`src/rtl/uart_tx_arbiter_if.sv`:
```
// Bus between N byte requesters, the arbiter and one UART transmit core.
// The arbiter connects through the master modport. A requester/TX-core
// model connects through the slave modport.
interface uart_tx_arbiter_if #(
  parameter int N = 4
);
  localparam int OW = $clog2(N);

  logic [N-1:0]   req;
  logic [8*N-1:0] data;
  logic [N-1:0]   last;
  logic [N-1:0]   ack;
  logic           tx_start;
  logic [7:0]     tx_data;
  logic           tx_busy;
  logic [OW-1:0]  owner;
  logic           locked;
  logic           to_err;

  modport master (
    input  req, data, last, tx_busy,
    output ack, tx_start, tx_data, owner, locked, to_err
  );

  modport slave (
    output req, data, last, tx_busy,
    input  ack, tx_start, tx_data, owner, locked, to_err
  );
endinterface

```
`src/rtl/uart_tx_arbiter.sv`:
```
// Round-robin arbiter that shares one UART transmitter among N requesters.
// When a requester presents a byte with last=0, it keeps the grant until it
// sends a byte with last=1, or until its packet stalls for LOCK_TO idle cycles.
module uart_tx_arbiter #(
  parameter int N       = 4,
  parameter int LOCK_TO = 1000
) (
  input  logic              clk,
  input  logic              rst_n,
  uart_tx_arbiter_if.master bus
);

  localparam int OW = $clog2(N);
  localparam int CW = $clog2(LOCK_TO + 1);

  typedef enum logic [1:0] {
    IDLE,
    START,
    BUSY
  } state_t;

  state_t        state;
  logic [OW-1:0] rr_ptr;
  logic [CW-1:0] to_cnt;
  logic          last_q;

  logic          any_req;
  logic          owner_req;
  logic          do_grant;
  logic          to_hit;
  logic [OW-1:0] rr_pick;
  logic [OW-1:0] grant_idx;
  logic [7:0]    grant_byte;
  logic          grant_last;
  logic [N-1:0]  grant_onehot;

  // Return the next requester index, wrapping from N-1 back to 0.
  function automatic logic [OW-1:0] wrap_inc(input logic [OW-1:0] x);
    if (int'(x) == N - 1) begin
      return '0;
    end
    return x + 1'b1;
  endfunction

  // Return the first set request bit at or after ptr, searching modulo N.
  function automatic logic [OW-1:0] rr_select(input logic [N-1:0] r,
                                              input logic [OW-1:0] ptr);
    logic [OW-1:0] sel;
    logic          found;
    int            idx;
    sel   = ptr;
    found = 1'b0;
    for (int i = 0; i < N; i++) begin
      idx = (int'(ptr) + i) % N;
      if (!found && r[idx]) begin
        sel   = OW'(idx);
        found = 1'b1;
      end
    end
    return sel;
  endfunction

  // Choose the grant candidate. While a packet is locked, only its owner is eligible.
  always_comb begin
    any_req      = |bus.req;
    owner_req    = bus.req[bus.owner];
    rr_pick      = rr_select(bus.req, rr_ptr);
    grant_idx    = bus.locked ? bus.owner : rr_pick;
    do_grant     = !bus.tx_busy && (bus.locked ? owner_req : any_req);
    to_hit       = bus.locked && !owner_req && (to_cnt == CW'(LOCK_TO - 1));
    grant_byte   = bus.data[int'(grant_idx)*8 +: 8];
    grant_last   = bus.last[grant_idx];
    grant_onehot = '0;
    grant_onehot[grant_idx] = 1'b1;
  end

  // Main FSM. It registers every output. Pulse outputs default low each cycle.
  always_ff @(posedge clk or negedge rst_n) begin
    if (!rst_n) begin
      state        <= IDLE;
      rr_ptr       <= '0;
      to_cnt       <= '0;
      last_q       <= 1'b0;
      bus.ack      <= '0;
      bus.tx_start <= 1'b0;
      bus.tx_data  <= 8'h00;
      bus.owner    <= '0;
      bus.locked   <= 1'b0;
      bus.to_err   <= 1'b0;
    end else begin
      bus.ack      <= '0;
      bus.tx_start <= 1'b0;
      bus.to_err   <= 1'b0;
      case (state)
        IDLE: begin
          if (do_grant) begin
            bus.owner    <= grant_idx;
            bus.tx_data  <= grant_byte;
            bus.ack      <= grant_onehot;
            bus.tx_start <= 1'b1;
            last_q       <= grant_last;
            state        <= START;
          end else if (to_hit) begin
            bus.locked <= 1'b0;
            bus.to_err <= 1'b1;
            rr_ptr     <= wrap_inc(bus.owner);
            to_cnt     <= '0;
          end else if (bus.locked && !owner_req) begin
            to_cnt <= to_cnt + 1'b1;
          end
        end
        START: begin
          to_cnt <= '0;
          if (last_q) begin
            bus.locked <= 1'b0;
            rr_ptr     <= wrap_inc(bus.owner);
          end else begin
            bus.locked <= 1'b1;
          end
          state <= BUSY;
        end
        BUSY: begin
          if (!bus.tx_busy) begin
            state <= IDLE;
          end
        end
        default: state <= IDLE;
      endcase
    end
  end

endmodule

```
`src/flat_wrapper.sv`:
```
// flat-port wrapper written by rule: the top's interface ports become plain ports
module uart_tx_arbiter_flat 
#(
  parameter int N       = 4,
  parameter int LOCK_TO = 1000
)
  (clk, rst_n, bus_req, bus_data, bus_last, bus_tx_busy, bus_ack, bus_tx_start, bus_tx_data, bus_owner, bus_locked, bus_to_err);
  uart_tx_arbiter_if #(.N(N)) bus_i ();
  input  logic clk;
  input  logic rst_n;
  input wire logic [$bits(bus_i.req)-1:0] bus_req;
  input wire logic [$bits(bus_i.data)-1:0] bus_data;
  input wire logic [$bits(bus_i.last)-1:0] bus_last;
  input wire logic [$bits(bus_i.tx_busy)-1:0] bus_tx_busy;
  output wire logic [$bits(bus_i.ack)-1:0] bus_ack;
  output wire logic [$bits(bus_i.tx_start)-1:0] bus_tx_start;
  output wire logic [$bits(bus_i.tx_data)-1:0] bus_tx_data;
  output wire logic [$bits(bus_i.owner)-1:0] bus_owner;
  output wire logic [$bits(bus_i.locked)-1:0] bus_locked;
  output wire logic [$bits(bus_i.to_err)-1:0] bus_to_err;
  assign bus_i.req = bus_req;
  assign bus_i.data = bus_data;
  assign bus_i.last = bus_last;
  assign bus_i.tx_busy = bus_tx_busy;
  assign bus_ack = bus_i.ack;
  assign bus_tx_start = bus_i.tx_start;
  assign bus_tx_data = bus_i.tx_data;
  assign bus_owner = bus_i.owner;
  assign bus_locked = bus_i.locked;
  assign bus_to_err = bus_i.to_err;
  uart_tx_arbiter #(.N(N), .LOCK_TO(LOCK_TO)) u_core (.clk(clk), .rst_n(rst_n), .bus(bus_i));
endmodule
```
`config.mk`:
```
export PLATFORM = sky130hd
export DESIGN_NAME = uart_tx_arbiter_flat
export DESIGN_NICKNAME = d
export VERILOG_FILES = /design/src/rtl/uart_tx_arbiter_if.sv /design/src/rtl/uart_tx_arbiter.sv /design/src/flat_wrapper.sv
export SDC_FILE = /design/constraint.sdc
export NUM_CORES = 1
export LEC_CHECK = 0
export ABC_AREA = 1
export CAP_MARGIN = 20
export CORE_AREA = 5 5 74 76
export DETAILED_ROUTE_END_ITERATION = 6
export DIE_AREA = 0 0 79 81
export GPL_ROUTABILITY_DRIVEN = 0
export PLACE_DENSITY = 0.79
export SLEW_MARGIN = 20
export SYNTH_ARGS = -nofsm -noshare
export SYNTH_HDL_FRONTEND = slang
export SYNTH_SLANG_ARGS = --single-unit
export TNS_END_PERCENT = 20
```
`constraint.sdc`:
```
create_clock -name clk -period 3.33 [get_ports clk]
set_input_delay 0.666 -clock clk [delete_from_list [all_inputs] [get_ports clk]]
set_output_delay 0.666 -clock clk [all_outputs]
set_load 0.1 [all_outputs]
```
Word-level counts from Yosys, hierarchy flattened:

Cells that the tools add are included.

* word-level logic and storage cells: 115
* output and inout port bits: 17
* bits of input ports: 43
* register bits after elaboration: 32

* reductions and logical operators: 23
* order comparisons: 7
* shift operators: 1
* bitwise gates (word level): 3
* mux-type cells: 56
* equal/unequal tests: 10
* $add $sub $neg: 5

Operators by type and width (number)
* $shiftx 32x6->8: 1
* $mux 10: 3
* $mux 1: 28
* $mux 2: 12
* $pmux 10 s2: 1
* $bmux 1 s2: 6
* $lt 3x4->1 const B: 3
* $add 10x1->10 const B: 1
* $eq 10x10->1 const B: 1
* $lt 2x3->1 const B: 3
* $mux 4: 2
* $logic_and 1x1->1: 7
* $ne 2x1->1 const B: 3
* $pmux 2 s3: 1
* $reduce_and 3->1: 2
* $reduce_or 2->1: 3
* $logic_not 1->1: 5
* $add 2x1->2 const B: 2
* $add 2x2->2 const B: 2
* $eq 2x1->1 const B: 2
* $ne 2x2->1 const B: 2
* $pmux 2 s2: 1
* $reduce_and 2->1: 2
* $reduce_and 4->1: 1
* 9 further kinds: 11

Logic depth before layout (Yosys ltp):

* depth in word-level cells: 21
* gate-level depth with buffers: 17
* gate-level depth less buffers: 15

Least setup slack after synthesis:

OpenSTA, ideal clock, no wires.

* path type: register -> register
* from: register u_core.bus.owner[0]
* to: register u_core.bus.tx_data[0]
* required time: 3261 ps
* setup slack: 886 ps
* clock period less this slack: 2444 ps
* stages on the path, launching flop included: 11
* buffers on the path: 2
* arrival time: 2375 ps
* library setup time: 69 ps
* cell sequence: dfrtp_1 buf_2 nand2_1 o211ai_1 nand2_1 o21ai_1 nor2_1 inv_1 clkbuf_1 nand2_1 nand3_2

* longest elaborated chain between the ends: 5
* elaborated cells on any way between the ends: 7
* classes of those cells: shift: 1; mux: 4; reduce/logical: 2

Ends and longest elaborated chain
* start: declaration: line uart_tx_arbiter_if.sv:22 `output ack, tx_start, tx_data, owner, locked, to_err`
* start signal: assignment: line uart_tx_arbiter.sv:97 `bus.owner <= grant_idx;`
* parallel branches: the longest is 5 deep, another holds $shiftx 32x6->8
* end signal: assignment: line uart_tx_arbiter.sv:98 `bus.tx_data <= grant_byte;`
* end: declaration: line uart_tx_arbiter_if.sv:22

Several ways; the timed one is not identified. The select of a mux whose other input is x is not followed.
A chain may end at the register's enable or synchronous reset.

Worst setup path after layout:

* from: input bus_req[3]
* to: register u_core.bus.tx_data[5]

* longest elaborated chain between the ends: 14
* elaborated cells on any way between the ends: 31
* classes of those cells: shift: 1; mux: 21; reduce/logical: 9

Ends and longest elaborated chain
* start: declaration: line flat_wrapper.sv:11 `input wire logic [$bits(bus_i.req)-1:0] bus_req;`
* $bmux 1 s2: line uart_tx_arbiter.sv:55 `if (!found && r[idx]) begin`
* $mux 1 (implied by the code): line uart_tx_arbiter.sv:55
* $mux 1: line uart_tx_arbiter.sv:55
* $logic_not 1->1: line uart_tx_arbiter.sv:55
* $logic_and 1x1->1: line uart_tx_arbiter.sv:55
* $mux 1: line uart_tx_arbiter.sv:55
* $logic_not 1->1: line uart_tx_arbiter.sv:55
* $logic_and 1x1->1: line uart_tx_arbiter.sv:55
* $mux 1: line uart_tx_arbiter.sv:55
* $logic_not 1->1: line uart_tx_arbiter.sv:55
* $logic_and 1x1->1: line uart_tx_arbiter.sv:55
* $mux 2: line uart_tx_arbiter.sv:55
* $mux 2: line uart_tx_arbiter.sv:68 `grant_idx = bus.locked ? bus.owner : rr_pick;`
* $shiftx 32x6->8: line uart_tx_arbiter.sv:71 `grant_byte = bus.data[int'(grant_idx)*8 +: 8];`

Several ways; a longest one is shown, not always the timed one. The select of a mux whose other input is x is not followed.

==> flow_summary_export.csv <==
group,metric,value,unit
synth,synth_ff_type,"dfrtp_1",
floorplan,io-pin-count,60,
setup_path,crit_required,3550,ps
setup_path,arrival,3060,ps
pwr,power,3294,µW
synth,avgSynthCellArea,7.011,µm²
hold_path,hold_path_class,"reg -> reg",
cells_and_area,drive_gt1_share,20.10,%
sta,finClkSkew,9.537,ps
pwr,p_comb_share,68.8,%
drt,via_per_inst,5.113,
floorplan,dieHeight,81,µm
clock_tree,htreeDepth,2,
floorplan,start_util,49.64,%
synth,synth_most_common_cell,"nand2_1",
sta,maxSlewHeadroom,51.59,%
clock_tree,root_buffer,"clkbuf_8",
clock_tree,cts-resized-gates,0,
cells_and_area,fin_util,63.36,%
synth,synth.area.top_cells,"dfrtp_1, nand2_1, nand3_1, nand2_2, nand3_2",
synth,synth_top_cell_by_area,"dfrtp_1",
global_routing,grt_pass1_wl,9.742,mm
clock_tree,post-cts-setup-buffers,0,
cells_and_area,syn_to_final_growth,27.64,%
floorplan,core,0.004661,mm²
setup_path,start_kind,"input pin",
sta,grt_setup_unrepaired,"false",
synth,syn_inst,330,
sta,finalWorstSetupSlack,491.6,ps
clock_tree,clock_sinks,32,
placement,port_buffers,59,
sta,maxSlewViolCount,0,
pwr,clockPowerShare,9.2,%
clock_tree,clockBufferDepth,2,
clock_tree,clkLatencyLatePin,290,ps
drt,firstDrtPassIters,4,
setup_path,crit_type,"in -> reg",
drt,vias,2260,
setup_path,rrSetupSlack,880,ps
pwr,ir_drop,0.0006408,V
pwr,leakage,0.001510,µW
drt,ant_nets,0,
synth,synth.ff_latch_count,32,
floorplan,die_w,79,µm
sta,fmax,352.3,MHz
floorplan,dieArea,0.006399,mm²
floorplan,num_rows,25,
drt,first_iter_violations,138,
global_routing,grt_antenna_before_repair,0,
drt,detail_route.wl_per_cell,12.82,µm
synth,ys_warn_count,0,
global_routing,grtUsageTotal,19.11,%
flow_run,drv_cap,0,
placement,pre_cts_ws,195.2,ps
synth,synth_top_area_share,34.61,%
global_routing,grt_pass1_vias,2159,
clock_tree,cts_hold_buf,0,
sta,period_share,85.24,%
sta,tightest_slew,723.5,ps
sta,setup_tns,0,ps
pwr,p_sw_share,60.42,%
placement,hpwl,4.575,mm
pwr,internal-power,1304,µW
synth,synth_commonest_cells,"nand2_1, nand3_1, dfrtp_1, inv_1, nand2_2",
pwr,p_per_area,1116,mW/mm²
sta,period_needed,2838,ps
setup_path,startpoint,"bus_req[3]",
clock_tree,cts_tree,"built",
clock_tree,numCtsBuffers,5,
synth,synth_edf_count,0,
setup_path,r2r_start,"u_core.bus.owner[0]",
pwr,pwr-share-seq,22.0,%
cells_and_area,finalNetCount,432,
setup_path,crit_end,"u_core.bus.tx_data[5]",
drt,wirelength,5.665,mm
synth,synth_area,0.002313,mm²
setup_path,endpoint_kind,"flip-flop",
synth,synth_fp_nets,375,
pwr,power_switching,1990,µW
cells_and_area,n_antenna_cell,0,
setup_path,reg2regPathDepth,9,
clock_tree,path_clk_slew,70,ps
synth,synth.distinct_cells,33,
synth,yosysSeqAreaShare,34.61,%
sta,hold_viol_final,0,
setup_path,cp_max_fo,14,
synth,async_flop_share,100.0,%
global_routing,grt_max_degree,33,
sta,setup_viol,0,
global_routing,globalRouteOverflowTotal,0,
status,outcome,"finished clean",
setup_path,r2r-end,"u_core.bus.tx_data[5]",
drt,drcViolationCount,0,
[power groups by stage]
stage               clock network, µW  logic (µW)  registers [µW]
floorplan                           0        1330            1260
global placement                    0        2240             724
detailed placement                  0        2270             730
CTS                               309        2270             724
global route                      331        2480             750
finish                            303        2260             726
[registers in the layout, indices dropped and copies added (netlist names)]
signal	flops
u_core.bus.locked	1
u_core.bus.owner	2
u_core.bus.to_err	1
u_core.rr_ptr	2
u_core.state	2
u_core.bus.tx_start	1
u_core.to_cnt	10
u_core.last_q	1
u_core.bus.ack	4
u_core.bus.tx_data	8
[cell type report]
type                       instances  area, µm²
sequential                        32      800.8
inverter                          35      136.4
tap                               54      67.56
multi-input combinational        253       1300
clock buffer                       5      68.82
fill                             433       1708
timing repair buffer              60      555.5
clock inverter                     3      23.77
[routing by layer]
layer  track usage, %  wire length [µm]  vias up
li1                 -                 -     1170
met1            23.44              2466     1019
met2            32.91              2740       63
met3            5.543               400        8
met4            5.155                57        0
met5                0                 0        -
[worst min path at each step]
stage / from / end / slack, ps / cells after the start
floorplan: rst_n / u_core.bus.ack[0] / 370 / 0
global placement: u_core.state[0] / u_core.bus.to_err / 440 / 1
detailed placement: u_core.state[0] / u_core.bus.to_err / 460 / 1
CTS: u_core.state[0] / u_core.bus.to_err / 480 / 1
global route: u_core.state[0] / u_core.bus.to_err / 510 / 1
finish: u_core.state[0] / u_core.bus.to_err / 480 / 1
[logic make-up after synthesis]
group                    count (synthesis)  synth area share [%]
flip-flops                              32                 34.61
XOR/XNOR                                 2                0.7573
AND/OR/NAND/NOR                        226                 48.46
buffers and inverters                   45                 9.194
AO/OA/AOI/OAI                           23                 5.895
adder cells (fa/ha/maj)                  2                 1.081
[critical path: stages]
cell and delay, ps:
clkdlybuf4s50_1 520, inv_1 70, nand2_1 50, o211ai_1 80, nand2_1 100, o21ai_1 90, nor2_1 580, inv_1 460
nor2_4 290, nand2_1 90, nand3_2 60
[cell usage in the layout (no fill, tap or decap)]
cell             instances
a21oi_1                  2
a22oi_1                  1
a31o_2                   1
buf_4                   18
clkbuf_8                 5
clkdlybuf4s50_1         42
clkinv_4                 1
clkinvlp_4               2
dfrtp_1                 32
ha_1                     2
inv_1                   28
inv_2                    5
inv_4                    2
nand2_1                108
nand2_2                 23
nand2_4                  3
nand3_1                 53
nand3_2                 11
nand3_4                  1
nand3b_1                 1
nor2_1                  16
nor2_2                   2
nor2_4                   3
nor3_1                   3
nor3_2                   1
nor4_1                   1
o211ai_1                 2
o21a_1                   2
o21ai_0                 10
o21ai_1                  2
o22ai_1                  2
o31ai_1                  1
xor2_1                   2
[per-stage QoR]
stage	hold slack (ps)	std cells	instance area, µm²
after floorplan	370.4	330	2313
after CTS	483.3	442	2953
after detailed placement	459.9	434	2860
after global placement	444.1	434	2860
final	485.0	442	2953
after global routing	506.8	442	2953
Power figures use the tool's default switching activity.
